## src/rtl/arc4_pkg.sv

```systemverilog
// Shared types and constants for the arc4 key-sweep controller and its plaintext scanner.
package arc4_pkg;

   typedef enum logic [2:0] {
      IDLE,
      WAIT_CORE,
      LAUNCH,
      BUSY,
      LEN,
      SCAN,
      NEXT,
      FINISH
   } ctrl_state_t;

   typedef enum logic [1:0] {
      SC_IDLE,
      SC_LENGTH,
      SC_DATA
   } scan_phase_t;

   localparam logic [7:0] PRINT_LO_DEF = 8'h20;
   localparam logic [7:0] PRINT_HI_DEF = 8'h7E;
   localparam logic [7:0] LEN_ADDR     = 8'd0;

   function automatic logic is_printable(input logic [7:0] b,
                                         input logic [7:0] lo,
                                         input logic [7:0] hi);
      return (b >= lo) && (b <= hi);
   endfunction

endpackage

```

## src/rtl/pt_scanner.sv

```systemverilog
// Walks a length-prefixed plaintext in pt_mem and reports whether every byte is printable.
module pt_scanner
   import arc4_pkg::*;
#(
   parameter logic [7:0] PRINT_LO = PRINT_LO_DEF,
   parameter logic [7:0] PRINT_HI = PRINT_HI_DEF
) (
   input  logic       clk,
   input  logic       rst,
   input  logic       start,
   input  logic [7:0] pt_rddata,
   output logic [7:0] pt_addr,
   output logic       busy,
   output logic       pass,
   output logic       fin
);

   scan_phase_t phase;
   logic [7:0]  addr_q;
   logic [7:0]  len_q;
   logic [7:0]  idx_q;
   logic        byte_ok;

   assign byte_ok = is_printable(pt_rddata, PRINT_LO, PRINT_HI);
   assign busy    = (phase != SC_IDLE);

   // While the length byte is on q, address 1 goes out at once so data streams
   // back-to-back; an empty message keeps the address at 0.
   assign pt_addr = (phase == SC_LENGTH) ?
                    ((pt_rddata == 8'd0) ? LEN_ADDR : 8'd1) : addr_q;

   // NOTE: every output of a combinational block gets a default first, so no
   // path through the case can leave it unassigned and infer a latch.
   always_comb begin
      fin = 1'b0;
      unique case (phase)
         SC_LENGTH: fin = (pt_rddata == 8'd0);
         SC_DATA:   fin = !byte_ok || (idx_q == len_q);
         default:   fin = 1'b0;
      endcase
   end

   // NOTE: state is updated with non-blocking assignments so every register
   // samples the pre-edge values, independent of statement order.
   always_ff @(posedge clk) begin
      if (rst) begin
         phase  <= SC_IDLE;
         addr_q <= LEN_ADDR;
         len_q  <= 8'd0;
         idx_q  <= 8'd0;
         pass   <= 1'b0;
      end else begin
         unique case (phase)
            SC_IDLE: begin
               if (start) phase <= SC_LENGTH;
            end
            SC_LENGTH: begin
               len_q <= pt_rddata;
               idx_q <= 8'd1;
               if (pt_rddata == 8'd0) begin
                  pass  <= 1'b1;
                  phase <= SC_IDLE;
               end else begin
                  addr_q <= (pt_rddata == 8'd1) ? 8'd1 : 8'd2;
                  phase  <= SC_DATA;
               end
            end
            SC_DATA: begin
               if (fin) begin
                  pass   <= byte_ok;
                  addr_q <= LEN_ADDR;
                  phase  <= SC_IDLE;
               end else begin
                  idx_q <= idx_q + 8'd1;
                  // Hold at L so the address never runs past the message (and never wraps at 255).
                  if (addr_q != len_q) addr_q <= addr_q + 8'd1;
               end
            end
            default: phase <= SC_IDLE;
         endcase
      end
   end

endmodule

```

## src/rtl/arc4_key_sweep.sv

```systemverilog
// Drives one arc4 core through single-key or key-range decrypts and checks each plaintext for printability.
module arc4_key_sweep
   import arc4_pkg::*;
#(
   parameter int         KEY_W    = 24,
   parameter logic [7:0] PRINT_LO = PRINT_LO_DEF,
   parameter logic [7:0] PRINT_HI = PRINT_HI_DEF
) (
   input  logic             clk,
   input  logic             rst,
   input  logic             en,
   output logic             rdy,
   input  logic             sweep,
   input  logic [KEY_W-1:0] key_lo,
   input  logic [KEY_W-1:0] key_hi,
   output logic             core_en,
   input  logic             core_rdy,
   output logic [KEY_W-1:0] core_key,
   output logic             pt_sel,
   output logic [7:0]       pt_addr,
   input  logic [7:0]       pt_rddata,
   output logic             key_valid,
   output logic             done
);

   ctrl_state_t      state;
   logic             sweep_q;
   logic [KEY_W-1:0] key_hi_q;
   logic             core_seen_low;
   logic             scan_start;
   logic             scan_busy;
   logic             scan_pass;
   logic             scan_fin;

   assign scan_start = (state == LEN);

   pt_scanner #(
      .PRINT_LO (PRINT_LO),
      .PRINT_HI (PRINT_HI)
   ) u_scanner (
      .clk       (clk),
      .rst       (rst),
      .start     (scan_start),
      .pt_rddata (pt_rddata),
      .pt_addr   (pt_addr),
      .busy      (scan_busy),
      .pass      (scan_pass),
      .fin       (scan_fin)
   );

   always_ff @(posedge clk) begin
      if (rst) begin
         state         <= IDLE;
         rdy           <= 1'b1;
         core_en       <= 1'b0;
         pt_sel        <= 1'b0;
         key_valid     <= 1'b0;
         done          <= 1'b0;
         core_key      <= '0;
         sweep_q       <= 1'b0;
         key_hi_q      <= '0;
         core_seen_low <= 1'b0;
      end else begin
         unique case (state)
            IDLE: begin
               if (en) begin
                  sweep_q   <= sweep;
                  key_hi_q  <= key_hi;
                  core_key  <= key_lo;
                  done      <= 1'b0;
                  key_valid <= 1'b0;
                  rdy       <= 1'b0;
                  state     <= (sweep && (key_lo > key_hi)) ? FINISH : WAIT_CORE;
               end
            end
            WAIT_CORE: begin
               if (core_rdy) begin
                  core_en <= 1'b1;
                  state   <= LAUNCH;
               end
            end
            LAUNCH: begin
               core_en       <= 1'b0;
               core_seen_low <= 1'b0;
               state         <= BUSY;
            end
            BUSY: begin
               // A core_rdy still high from before the launch is not completion.
               if (!core_rdy) begin
                  core_seen_low <= 1'b1;
               end else if (core_seen_low) begin
                  pt_sel <= 1'b1;
                  state  <= LEN;
               end
            end
            LEN: state <= SCAN;
            SCAN: begin
               if (scan_fin || !scan_busy) begin
                  pt_sel <= 1'b0;
                  state  <= NEXT;
               end
            end
            NEXT: begin
               if (scan_pass || !sweep_q) begin
                  key_valid <= scan_pass;
                  state     <= FINISH;
               end else if (core_key == key_hi_q) begin
                  key_valid <= 1'b0;
                  state     <= FINISH;
               end else begin
                  core_key <= core_key + KEY_W'(1);
                  state    <= WAIT_CORE;
               end
            end
            FINISH: begin
               done   <= 1'b1;
               rdy    <= 1'b1;
               pt_sel <= 1'b0;
               state  <= IDLE;
            end
            default: state <= IDLE;
         endcase
      end
   end

endmodule

```

## config.mk

```make
export PLATFORM = sky130hd
export DESIGN_NAME = arc4_key_sweep
export DESIGN_NICKNAME = d
export VERILOG_FILES = /design/src/rtl/arc4_pkg.sv /design/src/rtl/pt_scanner.sv /design/src/rtl/arc4_key_sweep.sv
export SDC_FILE = /design/constraint.sdc
export NUM_CORES = 1
export LEC_CHECK = 0
export ABC_CLOCK_PERIOD_IN_PS = 4960
export CORE_MARGIN = 2
export CORE_UTILIZATION = 58
export DETAILED_ROUTE_END_ITERATION = 6
export GPL_TIMING_DRIVEN = 0
export HOLD_SLACK_MARGIN = 0.15
export PLACE_DENSITY = 0.88
export SLEW_MARGIN = 15
export SYNTH_ARGS = -nofsm -noshare
export SYNTH_HDL_FRONTEND = slang
export SYNTH_SLANG_ARGS = --single-unit
```

## constraint.sdc

```tcl
create_clock -name clk -period 4.96 [get_ports clk]
set_clock_uncertainty 0.05 [all_clocks]
set_input_delay 0.744 -clock clk [delete_from_list [all_inputs] [get_ports clk]]
set_output_delay 0.744 -clock clk [all_outputs]
set_load 0.01 [all_outputs]
```

-- Word-level counts from Yosys, hierarchy flattened
Index checks and enable logic that the tools add are counted.
W data, S select, Z words.
- mux-type cells: 43
- equal/unequal tests: 28
- add/subtract/negate cells: 3
- reduce and logical (&&, ||, !) cells: 30
- order comparisons: 3
- operators by type and width (cell ; number):
    $mux W24 ; 3
    $pmux W24 S2 ; 1
    $mux W8 ; 5
    $pmux W8 S2 ; 2
    $ne A2 B2 Y1 const B ; 13
    $add A24 B1 Y24 const B ; 1
    $eq A24 B24 Y1 ; 1
    $gt A24 B24 Y1 ; 1
    $mux W3 ; 8
    $pmux W3 S8 ; 1
    $add A8 B1 Y8 const B ; 2
    $eq A3 B3 Y1 const B ; 4
    $pmux W1 S2 ; 6
    $reduce_and A2 Y1 ; 6
    $reduce_bool A2 Y1 ; 6
    $mux W1 ; 11
    $reduce_and A3 Y1 ; 3
    $eq A8 B1 Y1 const B ; 1
    $eq A8 B8 Y1 ; 1
    $ge A8 B6 Y1 const B ; 1
    $le A8 B7 Y1 const B ; 1
    $logic_not A8 Y1 ; 1
    $mux W2 ; 4
    $ne A8 B8 Y1 ; 1
    other kinds (16) ; 23
- register bits: 85
- word-level logic and storage cells: 122

-- Longest topological paths before layout
Gate-level depths: netlist of run 1.
- depth after elaboration: 8
- gate-level depth with buffers: 10
- depth with buffers taken out: 9

-- Hierarchy
A second synthesis of run 1 with hierarchy kept.
- cell total of the unflattened synthesis: 700
- area, all modules: 5634.2 um^2
- modules (own cells, without submodules) (module ; sequential area each (um^2) ; instances ; cells an instance ; area each (um^2)):
    arc4_key_sweep ; 1161.1 ; 1 ; 497 ; 3923.8
    pt_scanner ; 540.5 ; 1 ; 203 ; 1710.4

-- Least setup slack after synthesis of run 1
Ideal clock, no wire load.
- path type: reg-to-output
- from: register u_scanner.phase[1]
- to: output port pt_addr[0]
- cell stages (with the launch flop): 6
- data required time: 4166 ps
- data arrival time: 1524 ps
- slack: 2642 ps
- cell sequence: dfxtp_1 inv_1 ha_1 buf_1 clkbuf_1 o21a_1
- cells in the longest elaborated chain, start to end: 2
- ends and longest elaborated chain (element ; RTL line ; source):
    start, declared ; pt_scanner.sv:18 ; scan_phase_t phase;
    start signal, assigned ; pt_scanner.sv:47 ; phase <= SC_IDLE;
    start signal, assigned ; pt_scanner.sv:55 ; if (start) phase <= SC_LENGTH;
    start signal, assigned ; pt_scanner.sv:62 ; phase <= SC_IDLE;
    $eq A2 B1 Y1 ; pt_scanner.sv:29 ; assign pt_addr = (phase == SC_LENGTH) ?
    $mux W8 ; pt_scanner.sv:29 ;
    end, declared ; arc4_key_sweep.sv:20 ; output logic [7:0] pt_addr,
Every way passes these cells.

-- Worst setup path in the final report of run 1
Ends and elaborated chain as after synthesis.

==> impl_metrics.ini, run 1 <==
[run_status]
status = finished clean

[clock_tree]
clk_latency_ns = 0.37
clockBufferDepth = 2
htreeDepth = 3
clock-sinks = 85
cts_root_buf = clkbuf_8
clkSlewWorstSetupHoldPaths_ns = 0.09
post_cts_buffers = 0
cts_buffers = 9
cts_hold_buf = 0
cts-resized-gates = 0
cts_tree = built

[drt]
drt-total-wl_mm = 16.9
drc = 0
viasPerCell = 6.23
drtPass1Iterations = 7
drtIter0Drc = 424
vias = 5785
ant_nets = 0
wire_per_inst_um = 18.2

[floorplanning]
die_h_um = 101
pin_count = 98
std_cell_rows = 35
fp.coreArea_um2 = 9150
initial_utilization_pct = 59.4
dieArea_um2 = 10200
chipWidth_um = 101

[grt]
grt_usage_pct = 33.6
grt_max_degree = 16
grt_pass1_vias = 5551
grt-ovfl-total = 0
grt_pass1_wl_mm = 26.8
antenna_found_initial = 0

[hold_path]
hold-path-cell-count = 2
hold_class = reg2reg

[yosys]
synth_commonest_cells = nand2_1 (119), dfxtp_1 (85), a21oi_1 (80), nor2_1 (44), o21ai_0 (38)
ys_seq_elements = 85
ys_seq_area_share_pct = 31.3
synthDistinctLibCells = 63
synth_flop_cell = dfxtp_1
synth_area_per_cell_um2 = 7.71
ys_warn_count = 0
ys_async_sr_fraction_pct = 0
netlist_area_um2 = 5440
yosysMostFrequentCell = nand2_1
synth_edf_count = 0
synthesis.nets = 796
netlist_instances = 705
synth_top_area_share_pct = 31.3
synth_area_leaders = dfxtp_1 (31%), nand2_1 (8.2%), a21oi_1 (7.4%), ha_1 (6.9%), xnor2_1 (4.0%)
synth_area_leader_cell = dfxtp_1

[final_layout]
final_cell_area_um2 = 6720
layout-drive-gt1-share_pct = 6.60
fin_nets = 904
antennaDiodeCount = 0
syn_to_final_growth_pct = 23.6

[placement]
dp_hpwl_mm = 12.9
io_buffers = 97
placed_cell_area_um2 = 6550
place.gp.congestion = 0.975

[timing]
tns_ns = 0
period_minus_slack_ns = 3.47
setup_violations = 0
hold_viol_final = 0
worst_slew_pin_slew_ns = 0.829
post-route-period-util_pct = 69.9
max_freq_mhz = 288
rsz0062_at_grt = no
slew_headroom_pct = 44.2
drv_slew = 0

[critical_path]
critPathRequiredTime_ns = 4.17
arrival_ns = 2.67
path_depth = 6
setup.worst_path.end_class = output port
crit_type = reg2out
cp_max_fo = 10
cp_num_buf_inv = 4
cp-start-kind = register
slowest_delay_ns = 0.53
r2r_cells = 9
cp_slowest_cell = clkdlybuf4s50_1
cp_cell_sequence = inv_1 > ha_1 > buf_1 > clkbuf_1 > o21a_1 > clkdlybuf4s50_1
crit_family = buffers and inverters

[pwr]
pwr-share-clk_pct = 17.5
vdd_drop_max_mv = 0.260
power.internal_mw = 1.50
pwr-share-comb_pct = 45.5
power.static_leakage_nw = 2.51
seqPwrFrac_pct = 37.1
p_sw_mw = 1.11
p_per_area_nw_per_um2 = 389
p_sw_share_pct = 42.5

[run]
maxCapViolations = 0
-- layout by cell type (no fill, tap or decap), types with 3 or more instances in the layout --
master and n:
a211oi_2 7, a21o_1 3, a21oi_1 80, a311oi_1 4
a311oi_2 5, a31oi_1 9, a41oi_1 3, and2_1 4
and3_1 6, buf_1 8, buf_2 4, buf_6 7
clkbuf_1 23, clkbuf_8 9, clkdlybuf4s50_1 97, dfxtp_1 85
ha_1 30, inv_1 37, mux2i_1 9, nand2_1 119
nand3_1 20, nand4_1 25, nor2_1 44, nor2b_1 9
nor3_1 10, nor4_1 9, o21a_1 7, o21ai_0 38
o22ai_1 4, o31ai_1 4, or3_1 6, xnor2_1 25
xor2_1 17
-- through the flow --
step	hold slack, ns	utilization [%]	setup slack (ns)	power, mW	std cells
3_5_place_dp	0.411	71.6	1.36	2.14	913
4_1_cts	0.425	73.5	1.49	2.59	929
6_report	0.425	73.5	1.49	2.61	929
2_1_floorplan	0.395	-	2.64	1.71	705
5_1_grt	0.440	73.5	1.33	2.75	929
3_3_place_gp	0.405	71.6	1.37	2.09	913
-- layer usage --
layer | up-vias | share of wire (%) | global-route usage [%]
met4 | 0 | 3.8 | 16.3
met3 | 57 | 7.2 | 5.55
met1 | 2682 | 41 | 40.8
met2 | 317 | 48 | 57.7
li1 | 2729 | - | -
met5 | - | 0 | 0
-- worst register-to-register path, delay by kind of cell, from the launching register on --
family                 cells  cell delay [ns]
XOR/XNOR                   1             0.36
flip-flops                 1             0.32
buffers and inverters      2             0.48
AND/OR/NAND/NOR            3             0.72
AO/OA/AOI/OAI              3             0.72
-- registers in the layout, indices dropped and copies added, names as in the netlist --
register          cells
core_key             24
key_hi_q             24
u_scanner.addr_q      8
u_scanner.idx_q       8
u_scanner.len_q       8
state                 3
u_scanner.phase       2
core_en               1
core_seen_low         1
done                  1
key_valid             1
pt_sel                1
rdy                   1
sweep_q               1
u_scanner.pass        1
-- power groups by stage --
stage / combinational, mW / clock, mW / sequential, mW
2_1_floorplan: 0.747 / 0 / 0.963
3_3_place_gp: 1.12 / 0 / 0.969
3_5_place_dp: 1.16 / 0 / 0.977
4_1_cts: 1.17 / 0.455 / 0.962
5_1_grt: 1.28 / 0.487 / 0.984
6_report: 1.19 / 0.457 / 0.969
-- layout make-up --
| class | instances | area (µm²) |
|---|---|---|
| multi-input combinational | 540 | 3380 |
| fill | 747 | 2430 |
| sequential | 85 | 1700 |
| timing repair buffer | 97 | 971 |
| buffer | 43 | 220 |
| inverter | 37 | 139 |
| tap | 111 | 139 |
| clock buffer | 9 | 124 |
| clock inverter | 7 | 51.3 |
-- path summary, 6_finish.rpt --
path	slack (ns)	end	from
min reg2reg	0.42	key_hi_q[5]$_SDFFE_PP0P_	key_hi_q[5]$_SDFFE_PP0P_
min	0.42	key_hi_q[5]$_SDFFE_PP0P_	key_hi_q[5]$_SDFFE_PP0P_
max reg2reg	2.24	core_key[4]$_SDFFE_PP0P_	core_key[11]$_SDFFE_PP0P_
max	1.49	pt_addr[0]	u_scanner.phase[1]$_SDFFE_PP0P_
-- kinds of logic after synthesis --
| logic type | after synthesis | share of synthesized area (%) |
|---|---|---|
| AOI/OAI and AO/OA | 193 | 23.4 |
| adders and majority gates | 30 | 6.90 |
| DFF | 85 | 31.3 |
| buffers and inverters | 80 | 6.60 |
| xor gates and xnor gates | 42 | 6.76 |
| and+or+nand+nor | 266 | 23.3 |
| muxes | 9 | 1.66 |
(Power assumes the default switching activity.)
==> inputs of run 2 (changes only) <==
--- a/config.mk
+++ b/config.mk
@@ -5,13 +5,13 @@
 export SDC_FILE = /design/constraint.sdc
 export NUM_CORES = 1
 export LEC_CHECK = 0
-export ABC_CLOCK_PERIOD_IN_PS = 4960
+export ABC_CLOCK_PERIOD_IN_PS = 3600
 export CORE_MARGIN = 2
-export CORE_UTILIZATION = 58
+export CORE_UTILIZATION = 54
 export DETAILED_ROUTE_END_ITERATION = 6
 export GPL_TIMING_DRIVEN = 0
 export HOLD_SLACK_MARGIN = 0.15
-export PLACE_DENSITY = 0.88
+export PLACE_DENSITY = 0.83
 export SLEW_MARGIN = 15
 export SYNTH_ARGS = -nofsm -noshare
 export SYNTH_HDL_FRONTEND = slang
==> constraint.sdc (replaced) <==
create_clock -name clk -period 3.6 [get_ports clk]
set_clock_uncertainty 0.05 [all_clocks]
set_input_delay 0.54 -clock clk [delete_from_list [all_inputs] [get_ports clk]]
set_output_delay 0.54 -clock clk [all_outputs]
set_load 0.01 [all_outputs]
==> run 2 against run 1 <==
Power rose by 48%. Critical path type unchanged. Die area rose by 7.1%. Sequential power rose by 38%. Critical endpoint unchanged. Critical path depth did not move. Worst hold slack improved by 0.0064 ns. Via count rose by 1.4%. Largest power group unchanged.
==> impl_metrics.ini, run 2 (synthesized netlist as in run 1, its figures left out) <==
[drt]
drt-total-wl_mm = 17.8
ant_nets = 0
drtPass1Iterations = 7
drc = 0
drtIter0Drc = 407
vias = 5867
viasPerCell = 6.17
wire_per_inst_um = 18.8

[critical_path]
cp-start-kind = register
crit_type = reg2out
critPathRequiredTime_ns = 3.01
cp_cell_sequence = inv_1 > ha_1 > buf_1 > clkbuf_1 > o21a_1 > clkdlybuf4s50_1
crit_start = u_scanner.phase[1]$_SDFFE_PP0P_
crit_family = buffers and inverters
slowest_delay_ns = 0.53
cp_slowest_cell = clkdlybuf4s50_1
setup.worst_path.end_class = output port
timing.rr.start = core_key[0]$_SDFFE_PP0P_
arrival_ns = 2.73
cp_num_buf_inv = 4
cp_max_fo = 10

[timing]
rsz0062_at_grt = no
period_minus_slack_ns = 3.32
hold_viol_final = 0
drv_slew = 0
max_freq_mhz = 301
slew_headroom_pct = 47.9
tns_ns = 0
post-route-period-util_pct = 92.3
setup_violations = 0
worst_slew_pin_slew_ns = 0.775

[hold_path]
hold_class = reg2reg
min_from = key_hi_q[23]$_SDFFE_PP0P_

[final_layout]
syn_to_final_growth_pct = 25.6
antennaDiodeCount = 0
layout-drive-gt1-share_pct = 6.60
layout_commonest_cell = nand2_1
final_core_util_pct = 69.9
final_cell_mix = nand2_1 (119), clkdlybuf4s50_1 (97), dfxtp_1 (85)
top_regs = core_key x24, key_hi_q x24
finalNonFillerCells = 951
fin_nets = 904

[clock_tree]
cts_root_buf = clkbuf_8
clock-sinks = 85
cts_tree = built
cts-resized-gates = 0
clk_latency_ns = 0.37
post_cts_buffers = 0
htreeDepth = 3
cts_hold_buf = 0
clockBufferDepth = 2
cts_buffers = 9
clkSlewWorstSetupHoldPaths_ns = 0.09

[grt]
grt_max_degree = 16
antenna_found_initial = 0
grt_pass1_wl_mm = 28.3
grt-ovfl-total = 0
grt_pass1_vias = 5666
grt_usage_pct = 32.3

[floorplanning]
chipWidth_um = 104
die_h_um = 104
fp.coreArea_um2 = 9770
std_cell_rows = 36
initial_utilization_pct = 55.6
pin_count = 98
dieArea_um2 = 10900

[placement]
dp_hpwl_mm = 13.5
io_buffers = 97
dpl.cell_count = 935
place.gp.congestion = 0.968

[pwr]
p_per_area_nw_per_um2 = 565
power.static_leakage_nw = 2.56
p_total_mw = 3.86
vdd_drop_max_mv = 0.310

[run]
maxCapViolations = 0

[run_status]
status = finished clean
==> run 2: final timing paths <==
path	to	slack, ns	cells after the start
setup / recovery	pt_addr[0]	0.28	6
hold / removal	key_hi_q[23]$_SDFFE_PP0P_	0.43	2
setup reg to reg	core_key[22]$_SDFFE_PP0P_	0.94	7
hold reg to reg	key_hi_q[23]$_SDFFE_PP0P_	0.43	2
==> run 2: worst reg2reg max path, stage by stage (launching register included) <==
cell and delay [ns]:
dfxtp_1 0.53, ha_1 0.35, nand4_1 0.27, nor4_2 0.48, nand4_1 0.30, o21ai_0 0.28, a21oi_1 0.11, a211oi_2 0.20
==> run 2: area by class of cell <==
type	instances	area [µm²]
Tap cell	133	166
Multi-Input combinational cell	540	3380
Buffer	43	220
Sequential cell	85	1700
Clock inverter	6	116
Timing Repair Buffer	97	971
Inverter	37	139
Fill cell	812	2940
Clock buffer	10	138
==> run 2: layer usage <==
layer | global-route usage (%) | share of wire (%) | vias up
met5 | 0 | 0 | -
met1 | 39.3 | 40 | 2796
met4 | 16.1 | 3.7 | 0
met3 | 5.20 | 7.8 | 55
li1 | - | - | 2716
met2 | 55.2 | 49 | 300
==> run 2: power breakdown <==
| part | internal, mW | switching [mW] |
|---|---|---|
| registers | 1.12 | 0.217 |
| clock network | 0.488 | 0.386 |
| logic | 0.699 | 0.950 |
| total | 2.31 | 1.55 |
==> run 2: per-stage QoR <==
stage               cell area, µm²  hold WS [ns]  setup slack [ns]
finish                        6830         0.431             0.277
global route                  6830         0.442             0.131
CTS                           6830         0.428             0.312
detailed placement            6580         0.416             0.183
global placement              6580         0.405             0.255
floorplan                     5440         0.395              1.49
==> inputs of run 3 (changes only) <==
--- a/config.mk
+++ b/config.mk
@@ -6,12 +6,14 @@
 export NUM_CORES = 1
 export LEC_CHECK = 0
 export ABC_CLOCK_PERIOD_IN_PS = 3600
+export CORE_ASPECT_RATIO = 1.25
 export CORE_MARGIN = 2
 export CORE_UTILIZATION = 54
 export DETAILED_ROUTE_END_ITERATION = 6
 export GPL_TIMING_DRIVEN = 0
 export HOLD_SLACK_MARGIN = 0.15
 export PLACE_DENSITY = 0.83
+export SETUP_SLACK_MARGIN = 0.2
 export SLEW_MARGIN = 15
 export SYNTH_ARGS = -nofsm -noshare
 export SYNTH_HDL_FRONTEND = slang
==> run 3 against run 2 <==
Combinational power hardly changed. Via count down 1.4%. Maximum frequency is 8.0% higher. Highest routed layer unchanged.
==> impl_metrics.ini, run 3 (synthesized netlist as in run 1, its figures left out) <==
[run]
maxCapViolations = 0

[pwr]
power.internal_mw = 2.51
pwr-share-clk_pct = 27.0
pwr-share-comb_pct = 40.2
power.static_leakage_nw = 2.60
vdd_drop_max_mv = 0.302
seqPwrFrac_pct = 32.8
p_per_area_nw_per_um2 = 588
p_sw_mw = 1.56
p_sw_share_pct = 38.4

[final_layout]
nFillCells = 786
antennaDiodeCount = 0
final_core_util_pct = 71.2
top_regs = core_key x24, key_hi_q x24
layout-drive-gt1-share_pct = 6.72
fin_nets = 904
syn_to_final_growth_pct = 27.1
final_cell_mix = nand2_1 (119), clkdlybuf4s50_1 (97), dfxtp_1 (85)
layout_commonest_cell = nand2_1

[clock_tree]
cts_buffers = 9
clk_latency_ns = 0.35
htreeDepth = 3
clkSlewWorstSetupHoldPaths_ns = 0.07
clockBufferDepth = 2
cts_tree = built
cts_root_buf = clkbuf_16
clock-sinks = 85

[grt]
grt_pass1_wl_mm = 27.3
grt_usage_pct = 31.8
grt_max_degree = 16
grt_pass1_vias = 5703
antenna_found_initial = 0
grt-ovfl-total = 0

[run_status]
status = finished clean

[drt]
vias = 5784
drtPass1Iterations = 7
drc = 0
viasPerCell = 6.13
wire_per_inst_um = 18.3
ant_nets = 0
drt-total-wl_mm = 17.3
drtIter0Drc = 465

[critical_path]
cp_cell_sequence = inv_1 > ha_1 > clkbuf_2 > clkbuf_1 > o21a_1 > clkdlybuf4s50_1
timing.rr.start = core_key[0]$_SDFFE_PP0P_
crit_family = buffers and inverters
crit_type = reg2out
critPathRequiredTime_ns = 3.01
cp_num_buf_inv = 4
r2r_cells = 7
setup.worst_path.end_class = output port
regToRegSetupSlack_ns = 1.03
slowest_delay_ns = 0.54
cp_max_fo = 10
arrival_ns = 2.49
rr_endpoint = core_key[20]$_SDFFE_PP0P_
cp-start-kind = register
cp_slowest_cell = clkdlybuf4s50_1

[timing]
setup_violations = 0
post-route-period-util_pct = 85.5
hold_viol_final = 0
rsz0062_at_grt = no
layout_setup_ws_ns = 0.523
period_minus_slack_ns = 3.08
max_freq_mhz = 325
slew_headroom_pct = 42.9
drv_slew = 0
worst_slew_pin_slew_ns = 0.856
holdWs_ns = 0.419
tns_ns = 0

[floorplanning]
fp.coreArea_um2 = 9710
initial_utilization_pct = 56.0
dieArea_um2 = 10900
chipWidth_um = 93.8
die_h_um = 116
pin_count = 98
std_cell_rows = 40

[hold_path]
min_from = key_hi_q[7]$_SDFFE_PP0P_
hold-path-cell-count = 2
hold_class = reg2reg
hold_end = key_hi_q[7]$_SDFFE_PP0P_

[placement]
pre_cts_ws_ns = 0.467
dp_hpwl_mm = 13.0
place.gp.congestion = 0.957
io_buffers = 97
==> run 3: cell type report <==
class,instances,area [µm²],area share (%)
timing repair buffer,97,971,14.0
clock inverter,7,121,1.76
buffer,43,221,3.20
tap,126,158,2.28
multi-input combinational,540,3380,48.9
sequential,85,1700,24.6
inverter,37,139,2.01
clock buffer,9,225,3.26
==> run 3: how the worst max path moves through the flow <==
| stage | startpoint | end | slack [ns] | cells past startpoint |
|---|---|---|---|---|
| final | u_scanner.phase[1]$_SDFFE_PP0P_ | pt_addr[0] | 0.52 | 6 |
| after global routing | u_scanner.phase[1]$_SDFFE_PP0P_ | pt_addr[0] | 0.34 | 6 |
| after CTS | u_scanner.phase[1]$_SDFFE_PP0P_ | pt_addr[0] | 0.32 | 6 |
| after detailed placement | key_hi[22] | state[1]$_SDFFE_PP0P_ | 0.47 | 9 |
| after global placement | key_hi[22] | state[1]$_SDFFE_PP0P_ | 0.54 | 9 |
| after floorplan | u_scanner.phase[1]$_SDFFE_PP0P_ | pt_addr[0] | 1.49 | 5 |
==> run 3: worst reg2reg max path, cell delays in order (launching register included) <==
cell      delay [ns]
dfxtp_1         0.49
ha_1            0.30
nand4_1         0.28
nor4_2          0.53
nand4_1         0.32
o21ai_0         0.23
a21oi_1         0.10
a211oi_2        0.19
==> run 3: power groups by stage <==
| stage | combinational (mW) | sequential (mW) | clock, mW |
|---|---|---|---|
| 2_1_floorplan | 1.03 | 1.33 | 0 |
| 3_3_place_gp | 1.54 | 1.34 | 0 |
| 3_5_place_dp | 1.59 | 1.35 | 0 |
| 4_1_cts | 1.61 | 1.33 | 1.09 |
| 5_1_grt | 1.78 | 1.35 | 1.13 |
| 6_report | 1.64 | 1.33 | 1.10 |
==> run 3: metrics by stage <==
step	total power [mW]	instance area, µm²	cells
global placement	2.88	6570	928
CTS	4.03	6910	944
detailed placement	2.94	6570	928
finish	4.07	6920	944
floorplan	2.35	5440	705
global route	4.26	6920	944
==> run 3: metal layers <==
layer,vias up,track usage (%),share of wire (%)
met5,-,0,0
met4,0,20.2,5.0
met3,72,4.71,7.1
met2,285,58.3,51
met1,2708,33.8,37
li1,2719,-,-
==> run 3: repair_timing <==
action                                  4_1_cts  5_1_grt
hold buffers                                  0        0
gates resized for setup                       0        1
buffers inserted                              0        0
endpoints found under the setup margin        0        1
